<file path="config.mk">
export PLATFORM = sky130hd
export DESIGN_NAME = cache_mem_ctrl
export DESIGN_NICKNAME = d
export VERILOG_FILES = /design/src/rtl/cpu_types_pkg.sv /design/src/rtl/mem_arb_sel.sv /design/src/rtl/cache_mem_ctrl.sv
export SDC_FILE = /design/constraint.sdc
export NUM_CORES = 1
export LEC_CHECK = 0
export BUFFER_PORTS_ARGS = -buffer_cell sky130_fd_sc_hd__buf_4
export CAP_MARGIN = 10
export CORE_AREA = 2 2 105 107
export CTS_BUF_LIST = sky130_fd_sc_hd__clkbuf_2
export DETAILED_ROUTE_END_ITERATION = 16
export DIE_AREA = 0 0 107 109
export PLACE_DENSITY = 0.8
export SYNTH_ARGS = -nofsm -noshare
export SYNTH_HDL_FRONTEND = slang
export SYNTH_SLANG_ARGS = --single-unit
</file>
<file path="constraint.sdc">
create_clock -name CLK -period 3.25 [get_ports CLK]
set_input_delay 0.65 -clock CLK [delete_from_list [all_inputs] [get_ports CLK]]
set_output_delay 0.65 -clock CLK [all_outputs]
set_load 0.02 [all_outputs]
</file>
<file path="src/rtl/cpu_types_pkg.sv">
// Shared types for the cache/RAM memory controller: RAM status codes,
// controller states and the common data word.
package cpu_types_pkg;

  typedef enum logic [1:0] {
    FREE   = 2'd0,
    BUSY   = 2'd1,
    ACCESS = 2'd2,
    ERROR  = 2'd3
  } ramstate_t;

  typedef enum logic [1:0] {
    IDLE   = 2'd0,
    IREAD  = 2'd1,
    DREAD  = 2'd2,
    DWRITE = 2'd3
  } ctrl_state_t;

  localparam int unsigned WORD_W = 32;

  typedef logic [WORD_W-1:0] word_t;

endpackage

</file>
<file path="src/rtl/mem_arb_sel.sv">
// Grant selector between icache and dcache requests, evaluated only in IDLE.
// ROUND_ROBIN_EN adds a last-grant register; otherwise dcache has fixed priority.
module mem_arb_sel (
`ifdef ROUND_ROBIN_EN
  input  logic CLK,
  input  logic nRST,
`endif
  input  logic arb_en,
  input  logic ireq,
  input  logic dreq,
  output logic gnt_i,
  output logic gnt_d
);

`ifdef ROUND_ROBIN_EN
  // Set when the dcache received the most recent grant; reset favours icache
  // as "last", so the dcache wins the first contention.
  logic last_d;

  always_ff @(posedge CLK or negedge nRST) begin
    if (!nRST) begin
      last_d <= 1'b0;
    end else if (arb_en && (ireq || dreq)) begin
      last_d <= gnt_d;
    end
  end

  always_comb begin
    gnt_d = arb_en && dreq && (!ireq || !last_d);
    gnt_i = arb_en && ireq && !gnt_d;
  end
`else
  always_comb begin
    gnt_d = arb_en && dreq;
    gnt_i = arb_en && ireq && !dreq;
  end
`endif

endmodule

</file>
<file path="src/rtl/cache_mem_ctrl.sv">
// Memory-side responder arbitrating icache/dcache requests onto one RAM port.
// Optional round-robin arbitration is enabled with the ROUND_ROBIN_EN macro.
module cache_mem_ctrl
  import cpu_types_pkg::*;
#(
  parameter int ADDR_W = 32,
  parameter int DATA_W = 32
) (
  input  logic              CLK,
  input  logic              nRST,
  input  logic              iREN,
  input  logic [ADDR_W-1:0] iaddr,
  output logic              iwait,
  output logic [DATA_W-1:0] iload,
  input  logic              dREN,
  input  logic              dWEN,
  input  logic [ADDR_W-1:0] daddr,
  input  logic [DATA_W-1:0] dstore,
  output logic              dwait,
  output logic [DATA_W-1:0] dload,
  output logic              ramREN,
  output logic              ramWEN,
  output logic [ADDR_W-1:0] ramaddr,
  output logic [DATA_W-1:0] ramstore,
  input  logic [DATA_W-1:0] ramload,
  input  logic [1:0]        ramstate
);

  ctrl_state_t       state;
  ctrl_state_t       next_state;
  logic [ADDR_W-1:0] addr_q;
  logic [DATA_W-1:0] data_q;

  logic dreq;
  logic gnt_i;
  logic gnt_d;
  logic access;
  logic i_abort;
  logic d_abort;

  assign dreq   = dREN || dWEN;
  assign access = (ramstate_t'(ramstate) == ACCESS);

  // An icache request that changes address or drops is abandoned; an aborted
  // read never completes, even if the RAM reports ACCESS in the same cycle.
  assign i_abort = (state == IREAD) && (!iREN || (iaddr != addr_q));
  assign d_abort = (state == DREAD) && !dreq;

  mem_arb_sel u_arb (
`ifdef ROUND_ROBIN_EN
    .CLK    (CLK),
    .nRST   (nRST),
`endif
    .arb_en (state == IDLE),
    .ireq   (iREN),
    .dreq   (dreq),
    .gnt_i  (gnt_i),
    .gnt_d  (gnt_d)
  );

  always_ff @(posedge CLK or negedge nRST) begin
    if (!nRST) begin
      state <= IDLE;
    end else begin
      state <= next_state;
    end
  end

  always_ff @(posedge CLK or negedge nRST) begin
    if (!nRST) begin
      addr_q <= '0;
      data_q <= '0;
    end else if (gnt_d) begin
      addr_q <= daddr;
      data_q <= dWEN ? dstore : '0;
    end else if (gnt_i) begin
      addr_q <= iaddr;
      data_q <= '0;
    end
  end

  always_comb begin
    next_state = state;
    case (state)
      IDLE: begin
        if (gnt_d) begin
          next_state = dWEN ? DWRITE : DREAD;
        end else if (gnt_i) begin
          next_state = IREAD;
        end
      end
      IREAD: begin
        if (i_abort || access) begin
          next_state = IDLE;
        end
      end
      DREAD: begin
        if (d_abort || access) begin
          next_state = IDLE;
        end
      end
      DWRITE: begin
        if (access) begin
          next_state = IDLE;
        end
      end
      default: next_state = IDLE;
    endcase
  end

  always_comb begin
    iwait    = 1'b1;
    dwait    = 1'b1;
    iload    = '0;
    dload    = '0;
    ramREN   = 1'b0;
    ramWEN   = 1'b0;
    ramaddr  = '0;
    ramstore = '0;
    case (state)
      IREAD: begin
        ramREN  = 1'b1;
        ramaddr = addr_q;
        if (access && !i_abort) begin
          iwait = 1'b0;
          iload = ramload;
        end
      end
      DREAD: begin
        ramREN  = 1'b1;
        ramaddr = addr_q;
        if (access && !d_abort) begin
          dwait = 1'b0;
          dload = ramload;
        end
      end
      DWRITE: begin
        ramWEN   = 1'b1;
        ramaddr  = addr_q;
        ramstore = data_q;
        if (access) begin
          dwait = 1'b0;
        end
      end
      default: ;
    endcase
  end

endmodule

</file>
; Word-level counts from Yosys, hierarchy flattened
; Index checks and enable logic that the tools add are counted.
[totals]
reg_bits = 66
input_bits = 135
out_inout_bits = 132
elab_cells = 57
[classes]
n_eq_ne = 9
muxes = 25
n_reduce_logical = 20
[op_table]
columns = operator, count
row1 = $mux 32, 11
row2 = $ne 32x32->1, 1
row3 = $mux 2, 5
row4 = $pmux 2 s4, 1
row5 = $logic_and 1x1->1, 7
row6 = $mux 1, 7
row7 = $eq 2x2->1 const B, 3
row8 = $logic_not 1->1, 4
row9 = $logic_or 1x1->1, 4
row10 = $ne 2x1->1 const B, 2
row11 = $reduce_and 4->1, 1
row12 = $ne 3x3->1 const B, 1
row13 = $reduce_or 3->1, 1
row14 = $eq 2x1->1 const B, 1
row15 = $logic_not 2->1, 1
row16 = $ne 2x2->1 const B, 1
row17 = $pmux 1 s2, 1
row18 = $reduce_bool 2->1, 1
row19 = $reduce_or 2->1, 1

; Logic depth before layout (Yosys ltp)
[depth]
word_depth = 7
mapped_depth = 8
depth_no_buf = 7

; Cells and area by module
; A second synthesis with hierarchy kept.
[hier_totals]
hier_cells = 446
area_unflattened_um2 = 4137.7
[modules_own_cells]
columns = module, n_inst, cells_each, area_each_um2, seq_area_each_um2
row1 = cache_mem_ctrl, 1, 444, 4121.5, 1651.6
row2 = mem_arb_sel, 1, 2, 16.3, 0.0

; Worst setup path after synthesis
; No wires, ideal clock.
[synth_path]
path_kind = input-to-output
startpoint = input iaddr[22]
endpoint = output iload[10]
arrival_ns = 2.196
required_ns = 2.600
setup_slack_ns = 0.404
path_stages = 6
n_path_buf = 1
path_cell_list = xnor2_1 o2111ai_1 or4_4 nor3_4 clkbuf_2 and3_1
[synth_between]
elab_chain_cells = 7
[synth_rtl]
columns = element, line_no
row1 = from (decl), cache_mem_ctrl.sv:12  ; input logic [ADDR_W-1:0] iaddr,
row2 = $ne 32x32->1, cache_mem_ctrl.sv:46  ; assign i_abort = (state == IREAD) && (!iREN || (iaddr != addr_q));
row3 = $logic_or 1x1->1, cache_mem_ctrl.sv:46
row4 = $logic_and 1x1->1, cache_mem_ctrl.sv:46
row5 = $logic_not 1->1, cache_mem_ctrl.sv:124  ; if (access && !i_abort) begin
row6 = $logic_and 1x1->1, cache_mem_ctrl.sv:124
row7 = $mux 32, cache_mem_ctrl.sv:124
row8 = $mux 32, cache_mem_ctrl.sv:120  ; case (state)
row9 = to (decl), cache_mem_ctrl.sv:14  ; output logic [DATA_W-1:0] iload,
; Every way passes these cells.

; Final worst setup path
[layout_path]
startpoint = register addr_q[20]
endpoint = output iload[23]
[layout_between]
elab_chain_cells = 7
[layout_rtl]
columns = element, line_no
row1 = from (decl), cache_mem_ctrl.sv:31  ; logic [ADDR_W-1:0] addr_q;
row2 = from (signal assigned), cache_mem_ctrl.sv:74  ; addr_q <= daddr;
row3 = from (signal assigned), cache_mem_ctrl.sv:77  ; addr_q <= iaddr;
row4 = $ne 32x32->1, cache_mem_ctrl.sv:46
row5 = $logic_or 1x1->1, cache_mem_ctrl.sv:46
row6 = $logic_and 1x1->1, cache_mem_ctrl.sv:46
row7 = $logic_not 1->1, cache_mem_ctrl.sv:124
row8 = $logic_and 1x1->1, cache_mem_ctrl.sv:124
row9 = $mux 32, cache_mem_ctrl.sv:124
row10 = $mux 32, cache_mem_ctrl.sv:120
; Every way passes these cells.

==> results_tabular.tex <==
\begin{tabular}{lr}
\hline
Metric & Value \\
\hline
\multicolumn{2}{l}{\textbf{Critical path}} \\
R2R setup slack & 1010 ps \\
Startpoint type of the worst setup path & flop \\
Depth of the worst register-to-register path & 6 \\
Worst Setup SP & addr\_q[20] \\
Worst endpoint data arrival time & 2500 ps \\
Endpoint of the worst register-to-register path & state[0] \\
Reg-to-reg startpoint & addr\_q[20] \\
Crit path capture type & output pin \\
Required time at the worst-slack endpoint & $\sim$2600 ps \\
Crit path kind & flop to output pin \\
Maximum fanout along the worst path & 27 \\
\multicolumn{2}{l}{\textbf{Die}} \\
Die area & 11700 µm² \\
Floorplan die width & 107 µm \\
Floorplan die height & about 110 µm \\
Core outline area & 10600 µm² \\
Count of boundary I/O pins & 267 \\
Number of cell rows & 38 \\
Starting density of the core & 38.6\% \\
\multicolumn{2}{l}{\textbf{Pwr}} \\
Cell Pwr Density & 712 nW/µm² \\
Maximum vdd drop & 519 µV \\
Net switching power & $\sim$2.2 mW \\
Fraction of power consumed by sequential logic & between 30\% and 40\% \\
Internal & 2.42 mW \\
Combinational power share & between 60\% and 70\% \\
Static leakage power & 3.47 nW \\
Part of the power in the clock network & 7.9\% \\
Switch share & 47.4\% \\
\multicolumn{2}{l}{\textbf{GRT}} \\
Number of antenna violations at the first check in global routing & 1 \\
Wire length of the first global-routing pass & 21.7 mm \\
Met1 Use GR & 26.8\% \\
Highest-utilization routing layer at the global route stage & met2 \\
Maximum number of pins on one net before global-route repair & 72 \\
Global route total overflow & 0 \\
Total routing resource utilization after global routing & 23.8\% \\
Met3 track demand over resource in global routing & 5.14\% \\
Number of global-route vias before repair & 4408 \\
Global Route met2 Usage & 42.6\% \\
\multicolumn{2}{l}{\textbf{Layout}} \\
Storage element area & 1650 µm² \\
Total of fill cells in the finished design & 942 \\
Combined area of the multi-input logic cells & 2360 µm² \\
Layout cell share with drive strength beyond 1 & 41.2\% \\
NumNets Final & 895 \\
Finished Layout Cells & 899 \\
Final cell utilization of the core & around three fifths \\
Layout-stage area growth over the synthesis result & 57.8\% \\
\multicolumn{2}{l}{\textbf{Yosys}} \\
Fraction of registers with async set/reset & 100\% \\
Leading post-synthesis cells by cell area & sky130\_fd\_sc\_hd\_\_dfrtp\_1, sky130\_fd\_sc\_hd\_\_and3\_1, sky130\_fd\_sc\_hd\_\_and2\_1, sky130\_fd\_sc\_hd\_\_nand2\_1, sky130\_fd\_sc\_hd\_\_xor2\_1 \\
Largest area contributor in the synthesized netlist & sky130\_fd\_sc\_hd\_\_dfrtp\_1 \\
Number of unique standard cell types used by synthesis & 35 \\
Cells after synthesis & 506 \\
Warnings from Yosys & 0 \\
Proportion of synthesized chip area in sequential cells & around two fifths \\
Most common flop cell mapped by yosys & sky130\_fd\_sc\_hd\_\_dfrtp\_1 \\
Post-synthesis area per instance & 8.09 µm² \\
Syn Std Cell Area & 4100 µm² \\
Net Count, Synth & around 650 \\
Yosys top cell area share & 40.3\% \\
Number of synthesized flops with an enable pin & 0 \\
\#FFs+latches synth & 66 \\
\multicolumn{2}{l}{\textbf{Timing}} \\
Largest clock skew in the final design & 24.1 ps \\
Worst rel slew slack & 42.5\% \\
Number of hold-slack violations in the final timing report & 0 \\
Final critical-path share of the clock period & a little over nine tenths \\
Sum Neg Setup Slack & 0 ps \\
Max-slew violations & 0 \\
Setup slack of the critical path after layout & 105 ps \\
RSZ-0062 raised after global routing & yes \\
Achievable clock frequency & 0.318 GHz \\
Final worst hold slack & approximately 250 ps \\
Final setup vio count & 0 \\
Post-layout minimum cycle time & 3150 ps \\
Worst Tran Pin Value & 862 ps \\
\multicolumn{2}{l}{\textbf{Detailed routing}} \\
Number of nets with antenna violations after detailed routing & 0 \\
Vias/cell & between 5 and 6 \\
Starting DRT DRC Count & 365 \\
Detailed Routing Iterations Pass 1 & 5 \\
Detailed-route via count & 4647 \\
Total DRC errors in the routed layout & 0 \\
WL final & 14.6 mm \\
Post-DR wirelength/cell & 16.3 µm \\
\multicolumn{2}{l}{\textbf{Placement}} \\
Placed instance count & 881 \\
Post-DP HPWL & 10.8 mm \\
Worst slack, placed & 107 ps \\
Final weighted congestion in routability-driven placement & approximately 0.86 \\
Buffers on Ports & 266 \\
\multicolumn{2}{l}{\textbf{CTS}} \\
Number of buffers on the longest clock path & 2 \\
Total number of clock tree sinks & 66 \\
CTS tree & built \\
Hold bufs inserted after CTS & 0 \\
Clock-pin slew of the registers on the worst-case setup and hold paths & 180 ps \\
Clock tree root driver cell & sky130\_fd\_sc\_hd\_\_clkbuf\_2 \\
\# H-tree levels & 3 \\
Skew-Pair Late Insertion Delay & around 490 ps \\
TritonCTS Buffers & 9 \\
\multicolumn{2}{l}{\textbf{Run status}} \\
Status & finished clean \\
\multicolumn{2}{l}{\textbf{Flow run}} \\
MaxCap Viol Count & 0 \\
\multicolumn{2}{l}{\textbf{Worst hold path}} \\
Hold/Removal Path Class & primary input to asynchronous set/reset pin \\
\hline
\end{tabular}
==> cells in the mapped netlist, types with 5 or more instances <==
library cell and number:
sky130_fd_sc_hd__and3_1 57, sky130_fd_sc_hd__clkbuf_1 38, sky130_fd_sc_hd__nand3_1 33, sky130_fd_sc_hd__dfrtp_1 66, sky130_fd_sc_hd__and2_1 41, sky130_fd_sc_hd__nor4_1 5, sky130_fd_sc_hd__nand2_1 68, sky130_fd_sc_hd__o22ai_1 32
sky130_fd_sc_hd__nor2b_1 33, sky130_fd_sc_hd__nor2_1 34, sky130_fd_sc_hd__xor2_1 26, sky130_fd_sc_hd__a21oi_1 32, sky130_fd_sc_hd__xnor2_1 5
==> per-stage QoR <==
step,total power [mW],cell area (µm²)
after detailed placement,4.18,6220
after global placement,4.10,6220
final,4.60,6460
after floorplan,3.06,4100
after CTS,4.57,6320
after global routing,4.93,6460
==> worst max-delay path by stage <==
stage | cells past startpoint | slack (ps) | endpoint
floorplan | 6 | 400 | iload[10]
global placement | 8 | 140 | iload[13]
detailed placement | 8 | 110 | iload[13]
CTS | 7 | 5 | iload[13]
global route | 7 | -40 | iload[23]
finish | 7 | 100 | iload[23]
==> cell usage in the layout, fill, tap and decap left out, drive strengths merged, types with 5 or more instances in the layout <==
cell,netlist,final
and2,41,41
o22ai,32,32
nor2b,33,33
and3,57,57
nand3,33,33
dfrtp,66,66
xor2,26,26
xnor2,5,5
nand2,68,68
clkbuf,40,11
nor2,34,34
o21ai,5,5
buf,2,281
a21oi,32,32
nor4,6,6
==> routing by layer <==
layer / share of wire, % / routed length, µm
met1: 38 / 5620
met2: 51 / 7500
met3: 6.8 / 995
met4: 3.5 / 514
met5: 0 / 0
==> power groups by stage <==
stage | registers, mW | clock network [mW] | logic (mW)
2_1_floorplan | 1.38 | 0 | 1.68
3_3_place_gp | 1.43 | 0 | 2.67
3_5_place_dp | 1.44 | 0 | 2.73
4_1_cts | 1.42 | 0.377 | 2.77
5_1_grt | 1.48 | 0.417 | 3.04
6_report | 1.43 | 0.365 | 2.80
==> registers in the layout, summed over array words and instances (netlist names) <==
| signal | flops |
|---|---|
| state | 2 |
| data_q | 32 |
| addr_q | 32 |
==> area by class of cell <==
type / count / share of cell area, %
Clock inverter: 2 / 0.116
Antenna cell: 1 / 0.0387
Clock buffer: 11 / 0.852
Sequential cell: 66 / 25.6
Multi-Input combinational cell: 394 / 36.5
Timing Repair Buffer: 281 / 34.0
Inverter: 4 / 0.232
Tap cell: 140 / 2.71
==> critical path: stages, from the launching register on <==
cell and delay, ps:
sky130_fd_sc_hd__dfrtp_1 440, sky130_fd_sc_hd__xnor2_1 180, sky130_fd_sc_hd__nand4_1 120, sky130_fd_sc_hd__or4_4 540
sky130_fd_sc_hd__nor3_4 220, sky130_fd_sc_hd__buf_12 180, sky130_fd_sc_hd__and3_1 170, sky130_fd_sc_hd__buf_4 140
==> cells by family after synthesis <==
family          share of synthesized area, %
buf+inv                                 4.28
fa+ha+maj                               1.22
simple gates                            36.4
xor+xnor                                6.63
compound gates                          10.9
mux                                    0.244
flops                                   40.3
==> repair_timing <==
item | CTS | global route
buffers inserted | 4 | 0
endpoints found under the setup margin | 33 | 34
hold endpoints to repair | 0 | 0
resized for setup | 2 | 30
pin swaps | 3 | 8
Power figures use the tool's default switching activity.
